File: src/rtl/da_sequencer.sv
`default_nettype none
// +----------------------------------------------------------------------------+
// | da_sequencer: bit-serial sample sequencer and control generator for the    |
// | distributed-arithmetic FIR subfilter.                 Revision: 1.0        |
// +----------------------------------------------------------------------------+
module da_sequencer #(
  parameter int word_width  = 16,
  parameter int rom_latency = 1
) (
  input  logic                  clk,
  input  logic                  rst,
  input  logic                  in_valid,
  input  logic [word_width-1:0] in_data,
  output logic                  in_ready,
  output logic                  D,
  output logic                  shift_en,
  output logic                  acc_en,
  output logic                  SWb,
  output logic                  Ts,
  output logic                  SWa,
  output logic                  y_valid,
  output logic                  busy,
  output logic                  overrun,
  input  logic                  clr_ovr
);

  localparam int CW = (word_width > 1) ? $clog2(word_width) : 1;
  localparam int DW = (rom_latency > 0) ? $clog2(rom_latency + 1) : 1;
  localparam logic [CW-1:0] LAST_BIT = CW'(word_width - 1);
  localparam logic [DW-1:0] LAST_DRN = DW'((rom_latency > 0) ? rom_latency - 1 : 0);

  typedef enum logic [1:0] {
    IDLE  = 2'd0,
    SHIFT = 2'd1,
    DRAIN = 2'd2
  } state_e;

  state_e                state_q, state_d;
  logic [word_width-1:0] samp_q, samp_d;
  logic [CW-1:0]         bit_cnt_q, bit_cnt_d;
  logic [DW-1:0]         drn_q, drn_d;
  logic                  D_q, D_d;
  logic                  overrun_q, overrun_d;
  logic                  w_shift;
  // Control stage bundle {en, first, last}; stage 0 is the shift side,
  // stage rom_latency is aligned to the accumulator.
  logic [2:0]            ctl_d;
  logic [2:0]            pipe_q [0:rom_latency];

  always_comb begin
    state_d   = state_q;
    samp_d    = samp_q;
    bit_cnt_d = bit_cnt_q;
    drn_d     = drn_q;
    case (state_q)
      IDLE: begin
        if (in_valid) begin
          state_d   = SHIFT;
          samp_d    = in_data;
          bit_cnt_d = '0;
        end
      end
      SHIFT: begin
        if (bit_cnt_q == LAST_BIT) begin
          state_d = (rom_latency == 0) ? IDLE : DRAIN;
          drn_d   = '0;
        end else begin
          bit_cnt_d = bit_cnt_q + 1'b1;
        end
      end
      DRAIN: begin
        if (drn_q == LAST_DRN) state_d = IDLE;
        else                   drn_d   = drn_q + 1'b1;
      end
      default: state_d = IDLE;
    endcase

    // Outputs are computed from next-state values so the registered
    // versions line up with the cycle the FSM is actually in.
    w_shift   = (state_d == SHIFT);
    D_d       = w_shift & samp_d[bit_cnt_d];
    ctl_d     = {w_shift, w_shift && (bit_cnt_d == '0), w_shift && (bit_cnt_d == LAST_BIT)};

    // A set in the same cycle as a clear wins.
    if (in_valid && (state_q != IDLE)) overrun_d = 1'b1;
    else if (clr_ovr)                  overrun_d = 1'b0;
    else                               overrun_d = overrun_q;
  end

  always_ff @(posedge clk or negedge rst) begin
    if (!rst) begin
      state_q   <= IDLE;
      samp_q    <= '0;
      bit_cnt_q <= '0;
      drn_q     <= '0;
      D_q       <= 1'b0;
      overrun_q <= 1'b0;
      for (int i = 0; i <= rom_latency; i++) pipe_q[i] <= '0;
    end else begin
      state_q   <= state_d;
      samp_q    <= samp_d;
      bit_cnt_q <= bit_cnt_d;
      drn_q     <= drn_d;
      D_q       <= D_d;
      overrun_q <= overrun_d;
      pipe_q[0] <= ctl_d;
      for (int i = 1; i <= rom_latency; i++) pipe_q[i] <= pipe_q[i-1];
    end
  end

  assign in_ready = (state_q == IDLE);
  assign busy     = !in_ready;
  assign D        = D_q;
  assign shift_en = pipe_q[0][2];
  assign acc_en   = pipe_q[rom_latency][2];
  assign SWb      = pipe_q[rom_latency][1];
  assign Ts       = pipe_q[rom_latency][0];
  assign SWa      = pipe_q[rom_latency][0];
  assign y_valid  = pipe_q[rom_latency][0];
  assign overrun  = overrun_q;

endmodule
`default_nettype wire

File: config.mk
export PLATFORM = sky130hd
export DESIGN_NAME = da_sequencer
export DESIGN_NICKNAME = d
export VERILOG_FILES = /design/src/rtl/da_sequencer.sv
export SDC_FILE = /design/constraint.sdc
export NUM_CORES = 1
export LEC_CHECK = 0
export ABC_AREA = 1
export BUFFER_PORTS_ARGS = -buffer_cell sky130_fd_sc_hd__buf_2
export CAP_MARGIN = 10
export CORE_ASPECT_RATIO = 1.25
export CORE_MARGIN = 3
export CORE_UTILIZATION = 54
export DETAILED_ROUTE_END_ITERATION = 10
export GPL_TIMING_DRIVEN = 0
export PLACE_DENSITY = 0.78
export SYNTH_ARGS = -nofsm -noshare
export SYNTH_HDL_FRONTEND = slang
export SYNTH_SLANG_ARGS = --single-unit
File: constraint.sdc
create_clock -name clk -period 2.1 [get_ports clk]
set_input_delay 0.42 -clock clk [delete_from_list [all_inputs] [get_ports clk]]
set_output_delay 0.42 -clock clk [all_outputs]
set_load 0.1 [all_outputs]
==> flow_summary.json, run 1 <==
{
  "status": "complete, no violations",
  "rsz0062_at_grt": "no",
  "drive_above_1_share_pct": 31.6,
  "clock-sinks": 30,
  "grt-ovfl-total": 0,
  "r2r_start": "bit_cnt_q[0]",
  "initial_core_util_pct": 59.1,
  "async_reset_ff_share_pct": 100,
  "fmaxAchievable_ghz": 0.501,
  "cts_buffers": 5,
  "drtAntennaViolNets": 0,
  "ys_seq_elements": 30,
  "coreArea_sq_mm": 0.00255,
  "cts_tree": "yes",
  "synth_top_area_cell": "dfrtp_1",
  "p_leak_nw": 0.985,
  "grt_antenna_before_repair": 0,
  "firstDrtPassIters": 4,
  "clk_latency_ns": 0.34,
  "gp_congestion": 0.822,
  "synth-edff-count": 0,
  "critPathKind": "reg2out",
  "cp-endpoint": "in_ready",
  "cts_buffer_depth": 2,
  "area_delta_synth_final_pct": 19.6,
  "regToRegEndpoint": "D",
  "grt_use_total_pct": 21.4,
  "crit_start": "state_q[1]",
  "ctsHoldBuffers": 0,
  "ys.warnings.count": 0,
  "synth_area_per_cell_sq_um": 8.72,
  "period_minus_slack_ns": 2.00,
  "synth_top_cell_area_share_pct": 49.8,
  "grt_pass1_vias": 1223,
  "root_buffer": "clkbuf_4",
  "row_count": 20,
  "relSlewSlack_pct": 57.2,
  "drv_cap": 0,
  "finClkSkew_ns": 0.00717,
  "ys_seq_area_share_pct": 49.8,
  "post_cts_buffers": 0,
  "hold_class": "in2async",
  "synth.most_common_cell": "nand2_1",
  "place_hpwl_mm": 2.18,
  "synthTopCellsByCount": "nand2_1 (39), dfrtp_1 (30), inv_1 (28), nand3_1 (28), nand2_2 (9)",
  "reg2reg_slack_ns": 0.28,
  "routedWlPerCell_microns": 12.6,
  "worstMarginPinSlew_ns": 0.642,
  "via_count": 1232,
  "required_ns": 1.68,
  "grt_pass1_wl_mm": 5.29,
  "cp.arrival_ns": 1.58,
  "slowest_delay_ns": 0.45,
  "pin_count": 30,
  "clk_pin_slew_ns": 0.10,
  "crit_path_top_delay_cell": "dfrtp_1",
  "maxSlewViolCount": 0,
  "synth_flop_cell": "dfrtp_1",
  "critPathLaunchType": "register",
  "syn_nets": 194,
  "fin_crit_sh_pct": 95.1,
  "n_antenna_cell": 0,
  "ys_types": 24,
  "hold_viol_final": 0,
  "die_area_sq_mm": 0.00347,
  "crit_chain": "nor2_2 -> buf_6 -> clkbuf_4",
  "die_w_microns": 53.3,
  "crit_path_end_kind": "output pin",
  "wl_mm": 3.05,
  "fin_util_pct": 70.7,
  "nFillCells": 226,
  "synthTopCellsByArea": "dfrtp_1 (50%), nand2_1 (9.7%), nand3_1 (9.3%)",
  "p_per_area_mw_per_mm2": 1910,
  "vias_per_cell": 5.09,
  "nets": 229,
  "setup_violations": 0,
  "vdd_drop_max_v": 0.00109,
  "regArea_sq_um": 751,
  "cts_resized": 0,
  "htreeDepth": 2,
  "grt_max_degree": 31,
  "drtIter0Drc": 42,
  "fin_hold_ws_ns": 0.0909,
  "rr_worst_depth": 11,
  "multi_input_area_sq_um": 579,
  "netlist_area_sq_mm": 0.00151,
  "synthCells": 173,
  "cp_max_fo": 10,
  "numPortBuffers": 28,
  "fin_setup_tns_ns": 0,
  "die_h_microns": 65.1,
  "drc": 0
}
how the worst min path moves through the flow:
stage / from / end / slack, ns
4_1_cts: rst / bit_cnt_q[0] / 0.11
3_3_place_gp: pipe_q[3] / SWa / 0.33
6_report: rst / bit_cnt_q[0] / 0.09
2_1_floorplan: rst / D / 0.12
3_5_place_dp: pipe_q[4] / SWb / 0.35
5_1_grt: rst / D / 0.13
stage by stage:
step	setup slack [ns]	instances	total power, mW	instance area, sq um
floorplan	0.339	173	2.47	1510
global placement	0.384	234	2.77	1690
detailed placement	0.304	234	2.83	1690
CTS	0.0117	242	3.45	1800
global route	0.0393	242	3.70	1800
finish	0.102	242	3.45	1800
final cells by class:
cell class              instances  area share [%]
plain buffers                   6            3.47
clock buffers                   6            2.84
clock inverters                 2            3.33
inverters                      31            6.45
multi-input cells             106            32.1
flip-flops and latches         30            41.6
well taps                      33            2.29
repair buffers                 28            7.91
placed cells by master (no fill, tap or decap), types with 3 or more instances in the layout:
master    count
o21ai_2       4
nand2_2       9
dfrtp_1      30
buf_6         3
nor2_1        3
inv_1        28
nand2_4       3
buf_2        27
nand3_1      28
nand2_1      39
nand3b_1      3
nor3_1        3
inv_2         3
clkbuf_4      6
where the power goes:
part	leakage (nW)	total (mW)	switching, mW	internal, mW
registers	0.357	0.919	0.101	0.818
logic	0.570	1.92	1.38	0.542
clock network	0.0585	0.607	0.203	0.403
worst max-delay path, delay by kind of cell, from the launching register on:
kind | cells | cell delay (ns)
flip-flops | 1 | 0.45
AND/OR/NAND/NOR | 1 | 0.26
buffers and inverters | 2 | 0.53
per-layer routing:
metal,vias up,wire (microns),track usage (%)
met2,48,1510,34.8
met1,560,1210,24.3
met4,0,102,9.90
met5,-,0,0
li1,612,-,-
met3,12,228,7.94
flip-flops by register name, summed over array words and instances, names as in the netlist:
register   cells
SWb            1
state_q        2
bit_cnt_q      4
acc_en         1
pipe_q         2
shift_en       1
overrun        1
SWa            1
D              1
samp_q        16
cells by family after synthesis:
family	synth area share (%)
AND/OR/NAND/NOR	32.3
buffers and inverters	11.9
flip-flops	49.8
AO/OA/AOI/OAI	5.22
adder cells (fa/ha/maj)	0.829
Note: power is estimated with default switching activity, not from simulation.
==> run 2, diff against run 1 <==
Settings changed: ABC_AREA 1 to unset.
==> flow_summary.json, run 2 <==
{
  "p_leak_nw": 0.841,
  "synthCells": 126,
  "async_reset_ff_share_pct": 100,
  "fin_setup_tns_ns": 0,
  "synthTopCellsByArea": "dfrtp_1 (50%), mux2_2 (9.0%), mux2_1 (3.7%)",
  "pre_cts_ws_ns": 0.0127,
  "instances_no_fill": 195,
  "power_mw": 3.35,
  "place_inst": 188,
  "grt_pass1_vias": 1121,
  "fmaxAchievable_ghz": 0.504,
  "most-common-layout-cells": "buf_2 (30), dfrtp_1 (28), mux2_2 (12)",
  "ys_types": 47,
  "dr_wl_met3_microns": 200,
  "grt_use_total_pct": 19.5,
  "clk_latency_ns": 0.34,
  "root_buffer": "clkbuf_4",
  "cp_max_fo": 8,
  "reg_top3": "samp_q (16), bit_cnt_q (4)",
  "numPortBuffers": 29,
  "coreArea_sq_mm": 0.00255,
  "met2_length_mm": 1.52,
  "via_count": 1119,
  "crit_path_top_delay_cell": "dfrtp_1",
  "hold_class": "in2async",
  "nets": 183,
  "clk_pin_slew_ns": 0.10,
  "final_common_cell": "buf_2",
  "synth_area_per_cell_sq_um": 12.0,
  "rsz0062_at_grt": "no",
  "grt_antenna_before_repair": 0,
  "drtAntennaViolNets": 0,
  "grt_pass1_wl_mm": 4.82,
  "worstMarginPinSlew_ns": 0.657,
  "maxSlewViolCount": 0,
  "place_hpwl_mm": 2.16,
  "crit_path_end_kind": "output pin",
  "n_antenna_cell": 0,
  "cts_buffer_depth": 2,
  "period_minus_slack_ns": 1.99,
  "drc": 0,
  "htreeDepth": 2,
  "synth.most_common_cell": "dfrtp_1",
  "grt-ovfl-total": 0,
  "critPathLaunchType": "register",
  "ys_seq_elements": 30,
  "cp.arrival_ns": 1.57,
  "p_per_area_mw_per_mm2": 1860,
  "setup_violations": 0,
  "top_register": "samp_q",
  "gp_congestion": 0.904,
  "synth_top_area_cell": "dfrtp_1",
  "die_w_microns": 53.3,
  "drt-met1-wl_mm": 1.12,
  "vias_per_cell": 5.74,
  "drtIter0Drc": 21,
  "ys_seq_area_share_pct": 49.8,
  "row_count": 20,
  "syn_nets": 147,
  "drive_above_1_share_pct": 44.4,
  "wl_mm": 2.93,
  "layout_setup_ws_ns": 0.114,
  "area_delta_synth_final_pct": 19.6,
  "largest_reg_flops": 16,
  "synth_top_cell_area_share_pct": 49.8,
  "die_area_sq_mm": 0.00347,
  "ys.warnings.count": 0,
  "vdd_drop_max_v": 0.00126,
  "slowest_delay_ns": 0.47,
  "drv_cap": 0,
  "status": "complete, no violations",
  "clock-sinks": 30,
  "synth_flop_cell": "dfrtp_1",
  "die_h_microns": 65.1,
  "fin_hold_ws_ns": 0.101,
  "critPathKind": "reg2out",
  "pin_count": 30,
  "grt_max_degree": 31,
  "firstDrtPassIters": 4,
  "relSlewSlack_pct": 56.2,
  "cts_buffers": 5,
  "fin_crit_sh_pct": 94.6,
  "cts_tree": "yes",
  "required_ns": 1.68,
  "netlist_area_sq_mm": 0.00151,
  "ctsHoldBuffers": 0,
  "initial_core_util_pct": 59.1,
  "synthTopCellsByCount": "dfrtp_1 (30), mux2_2 (12), inv_1 (9)",
  "hold_viol_final": 0,
  "finClkSkew_ns": 0.0101,
  "crit_chain": "or2_2 -> clkinvlp_4 -> clkbuf_4",
  "routed.top_layer": "met4",
  "routedWlPerCell_microns": 15.0,
  "synth-edff-count": 0
}
[run 2: changes by cell type after synthesis, moves of 4 or more]
cell and change:
mux2_2 +12, nand3_1 -27, mux2i_1 +4, nand2_2 -8, o21ai_2 -4, inv_1 -19, nand2_1 -34, mux2_1 +5
[run 2: through the flow]
stage / utilization, % / instance area [sq um]
6_report: 70.6 / 1800
3_3_place_gp: 66.5 / 1700
3_5_place_dp: 66.5 / 1700
5_1_grt: 70.6 / 1800
2_1_floorplan: - / 1510
4_1_cts: 69.7 / 1780
[run 2: layer usage]
metal | global-route usage [%] | vias to the layer above
met5 | 0 | -
met4 | 11.2 | 0
met3 | 6.90 | 11
met2 | 32.7 | 39
met1 | 20.3 | 544
li1 | - | 525
[run 2: repair_timing]
action,4_1_cts,5_1_grt
hold endpoints to repair,0,0
endpoints found under the setup margin,0,3
buffers inserted,0,0
gates resized for setup,0,6
[run 2: layout make-up]
cell class	count	area, sq um
plain buffers	6	47.5
clock buffers	6	51.3
inverters	10	41.3
flip-flops and latches	30	753
repair buffers	29	148
multi-input cells	80	691
well taps	33	41.3
clock inverters	1	30.0
fillers	216	749
[run 2: cells by family (layout without fill, tap and decap cells)]
| logic type | after synthesis | in the layout | share of synthesized area, % |
|---|---|---|---|
| XOR/XNOR | 1 | 1 | 0.581 |
| multiplexers | 22 | 22 | 16.3 |
| adder cells (fa/ha/maj) | 1 | 1 | 0.830 |
| AND/OR/NAND/NOR | 30 | 30 | 12.2 |
| flip-flops | 30 | 30 | 49.8 |
| AO/OA/AOI/OAI | 26 | 26 | 14.6 |
| buffers and inverters | 16 | 52 | 5.64 |
[run 2: final timing paths]
check / to / cells after the start / slack (ns) / from
setup / recovery: in_ready / 3 / 0.11 / state_q[1]
hold / removal: bit_cnt_q[3] / 1 / 0.10 / rst
setup reg to reg: D / 6 / 0.13 / state_q[1]
hold reg to reg: SWa / 0 / 0.36 / pipe_q[3]
max in group asynchronous: bit_cnt_q[0] / 1 / 1.52 / rst
min in group clk: samp_q[6] / 2 / 0.31 / in_data[6]
[run 2: critical path, delay by kind of cell (launching register included)]
family | cells | cell delay (ns)
buffers and inverters | 2 | 0.38
DFF | 1 | 0.47
and+or+nand+nor | 1 | 0.37
[run 2: power by group]
| group | switching, mW | total (mW) | leakage (nW) | internal (mW) |
|---|---|---|---|---|
| logic | 1.15 | 1.87 | 0.441 | 0.718 |
| clock network | 0.200 | 0.477 | 0.0443 | 0.277 |
| registers | 0.161 | 0.997 | 0.356 | 0.836 |
| total | 1.52 | 3.35 | 0.841 | 1.83 |
==> run 3, diff against run 2 <==
Settings changed: HOLD_SLACK_MARGIN set to 0.12.
==> flow_summary.json, run 3 (same netlist as run 2, synthesis figures left out) <==
{
  "vias_per_cell": 5.71,
  "htreeDepth": 2,
  "largest_reg_flops": 16,
  "initial_core_util_pct": 59.1,
  "clk_pin_slew_ns": 0.10,
  "cts_buffer_depth": 2,
  "gp_congestion": 0.904,
  "root_buffer": "clkbuf_4",
  "cts_buffers": 5,
  "grt_use_total_pct": 19.5,
  "drt-met1-wl_mm": 1.13,
  "grt_max_degree": 31,
  "fin_crit_sh_pct": 94.6,
  "nets": 184,
  "die_h_microns": 65.1,
  "area_delta_synth_final_pct": 20.2,
  "rr_worst_depth": 6,
  "routedWlPerCell_microns": 15.0,
  "period_minus_slack_ns": 1.99,
  "whs_path_depth": 2,
  "drtAntennaViolNets": 0,
  "hold_class": "in2reg",
  "critPathLaunchType": "register",
  "top_register": "samp_q",
  "crit_path_end_kind": "output pin",
  "vdd_drop_max_v": 0.00126,
  "finClkSkew_ns": 0.0101,
  "coreArea_sq_mm": 0.00255,
  "maxSlewViolCount": 0,
  "grt_pass1_vias": 1137,
  "hold_viol_final": 0,
  "fmaxAchievable_ghz": 0.503,
  "cp_max_fo": 8,
  "via_count": 1120,
  "place_hpwl_mm": 2.16,
  "pin_count": 30,
  "reg_top3": "samp_q (16), bit_cnt_q (4)",
  "final_common_cell": "buf_2",
  "routed.top_layer": "met4",
  "drive_above_1_share_pct": 44.2,
  "required_ns": 1.68,
  "clock-sinks": 30,
  "worstMarginPinSlew_ns": 0.659,
  "drv_cap": 0,
  "cts_tree": "yes",
  "n_antenna_cell": 0,
  "firstDrtPassIters": 4,
  "die_w_microns": 53.3,
  "drtIter0Drc": 19,
  "grt_antenna_before_repair": 0,
  "fin_setup_tns_ns": 0,
  "drc": 0,
  "p_per_area_mw_per_mm2": 1850,
  "met2_length_mm": 1.53,
  "die_area_sq_mm": 0.00347,
  "clk_latency_ns": 0.34,
  "grt_pass1_wl_mm": 4.83,
  "status": "complete, no violations",
  "fin_util_pct": 71.0,
  "setup_violations": 0,
  "dr_wl_met3_microns": 186,
  "most-common-layout-cells": "buf_2 (30), dfrtp_1 (28), mux2_2 (12)",
  "rsz0062_at_grt": "no",
  "numPortBuffers": 29,
  "critPathKind": "reg2out",
  "row_count": 20,
  "relSlewSlack_pct": 56.1,
  "wl_mm": 2.94,
  "cp.arrival_ns": 1.57,
  "nFillCells": 215,
  "grt-ovfl-total": 0,
  "p_leak_nw": 0.845
}
[run 3: repair_timing]
action | 4_1_cts | 5_1_grt
gates resized for setup | 0 | 6
hold buffers | 1 | 0
hold endpoints to repair | 21 | 0
setup endpoints to repair | 0 | 3
setup buffers | 0 | 0
[run 3: critical path, cell delays in order, from the launching register on]
cell and delay [ns]:
dfrtp_1 0.47, or2_2 0.37, clkinvlp_4 0.07, clkbuf_4 0.31
[run 3: worst paths after layout]
check / slack [ns] / to / start
hold reg to reg: 0.36 / SWa / pipe_q[3]
max in group asynchronous: 0.98 / bit_cnt_q[0] / rst
hold / removal: 0.31 / samp_q[6] / in_data[6]
setup / recovery: 0.11 / in_ready / state_q[1]
min in group asynchronous: 0.64 / bit_cnt_q[3] / rst
setup reg to reg: 0.13 / D / state_q[1]
[run 3: report_power, final]
part / switching (mW) / total (mW) / internal, mW
registers: 0.161 / 0.997 / 0.836
logic: 1.16 / 1.87 / 0.719
clock network: 0.200 / 0.477 / 0.277
[run 3: routing by layer]
| metal | track usage, % | vias up |
|---|---|---|
| li1 | - | 527 |
| met1 | 20.2 | 544 |
| met2 | 33.0 | 38 |
| met3 | 6.90 | 11 |
| met4 | 11.2 | 0 |
| met5 | 0 | - |
[run 3: metrics by stage]
stage | cells | instance area [sq um] | hold WS, ns | power [mW] | setup WS, ns
global route | 196 | 1810 | 0.297 | 3.56 | 0.0225
detailed placement | 188 | 1700 | 0.340 | 2.82 | 0.0127
CTS | 196 | 1790 | 0.296 | 3.31 | 0.00331
finish | 196 | 1810 | 0.312 | 3.35 | 0.113
floorplan | 126 | 1510 | 0.124 | 2.48 | 0.145
global placement | 188 | 1700 | 0.332 | 2.76 | 0.0744
[run 3: layout make-up]
| type | instances | area [sq um] | share of cell area [%] |
|---|---|---|---|
| tap | 33 | 41.3 | 2.28 |
| sequential | 30 | 753 | 41.5 |
| buffer | 6 | 47.5 | 2.62 |
| clock inverter | 1 | 30.0 | 1.66 |
| multi-input combinational | 80 | 691 | 38.1 |
| clock buffer | 6 | 51.3 | 2.83 |
| inverter | 10 | 41.3 | 2.28 |
| timing repair buffer | 30 | 158 | 8.70 |
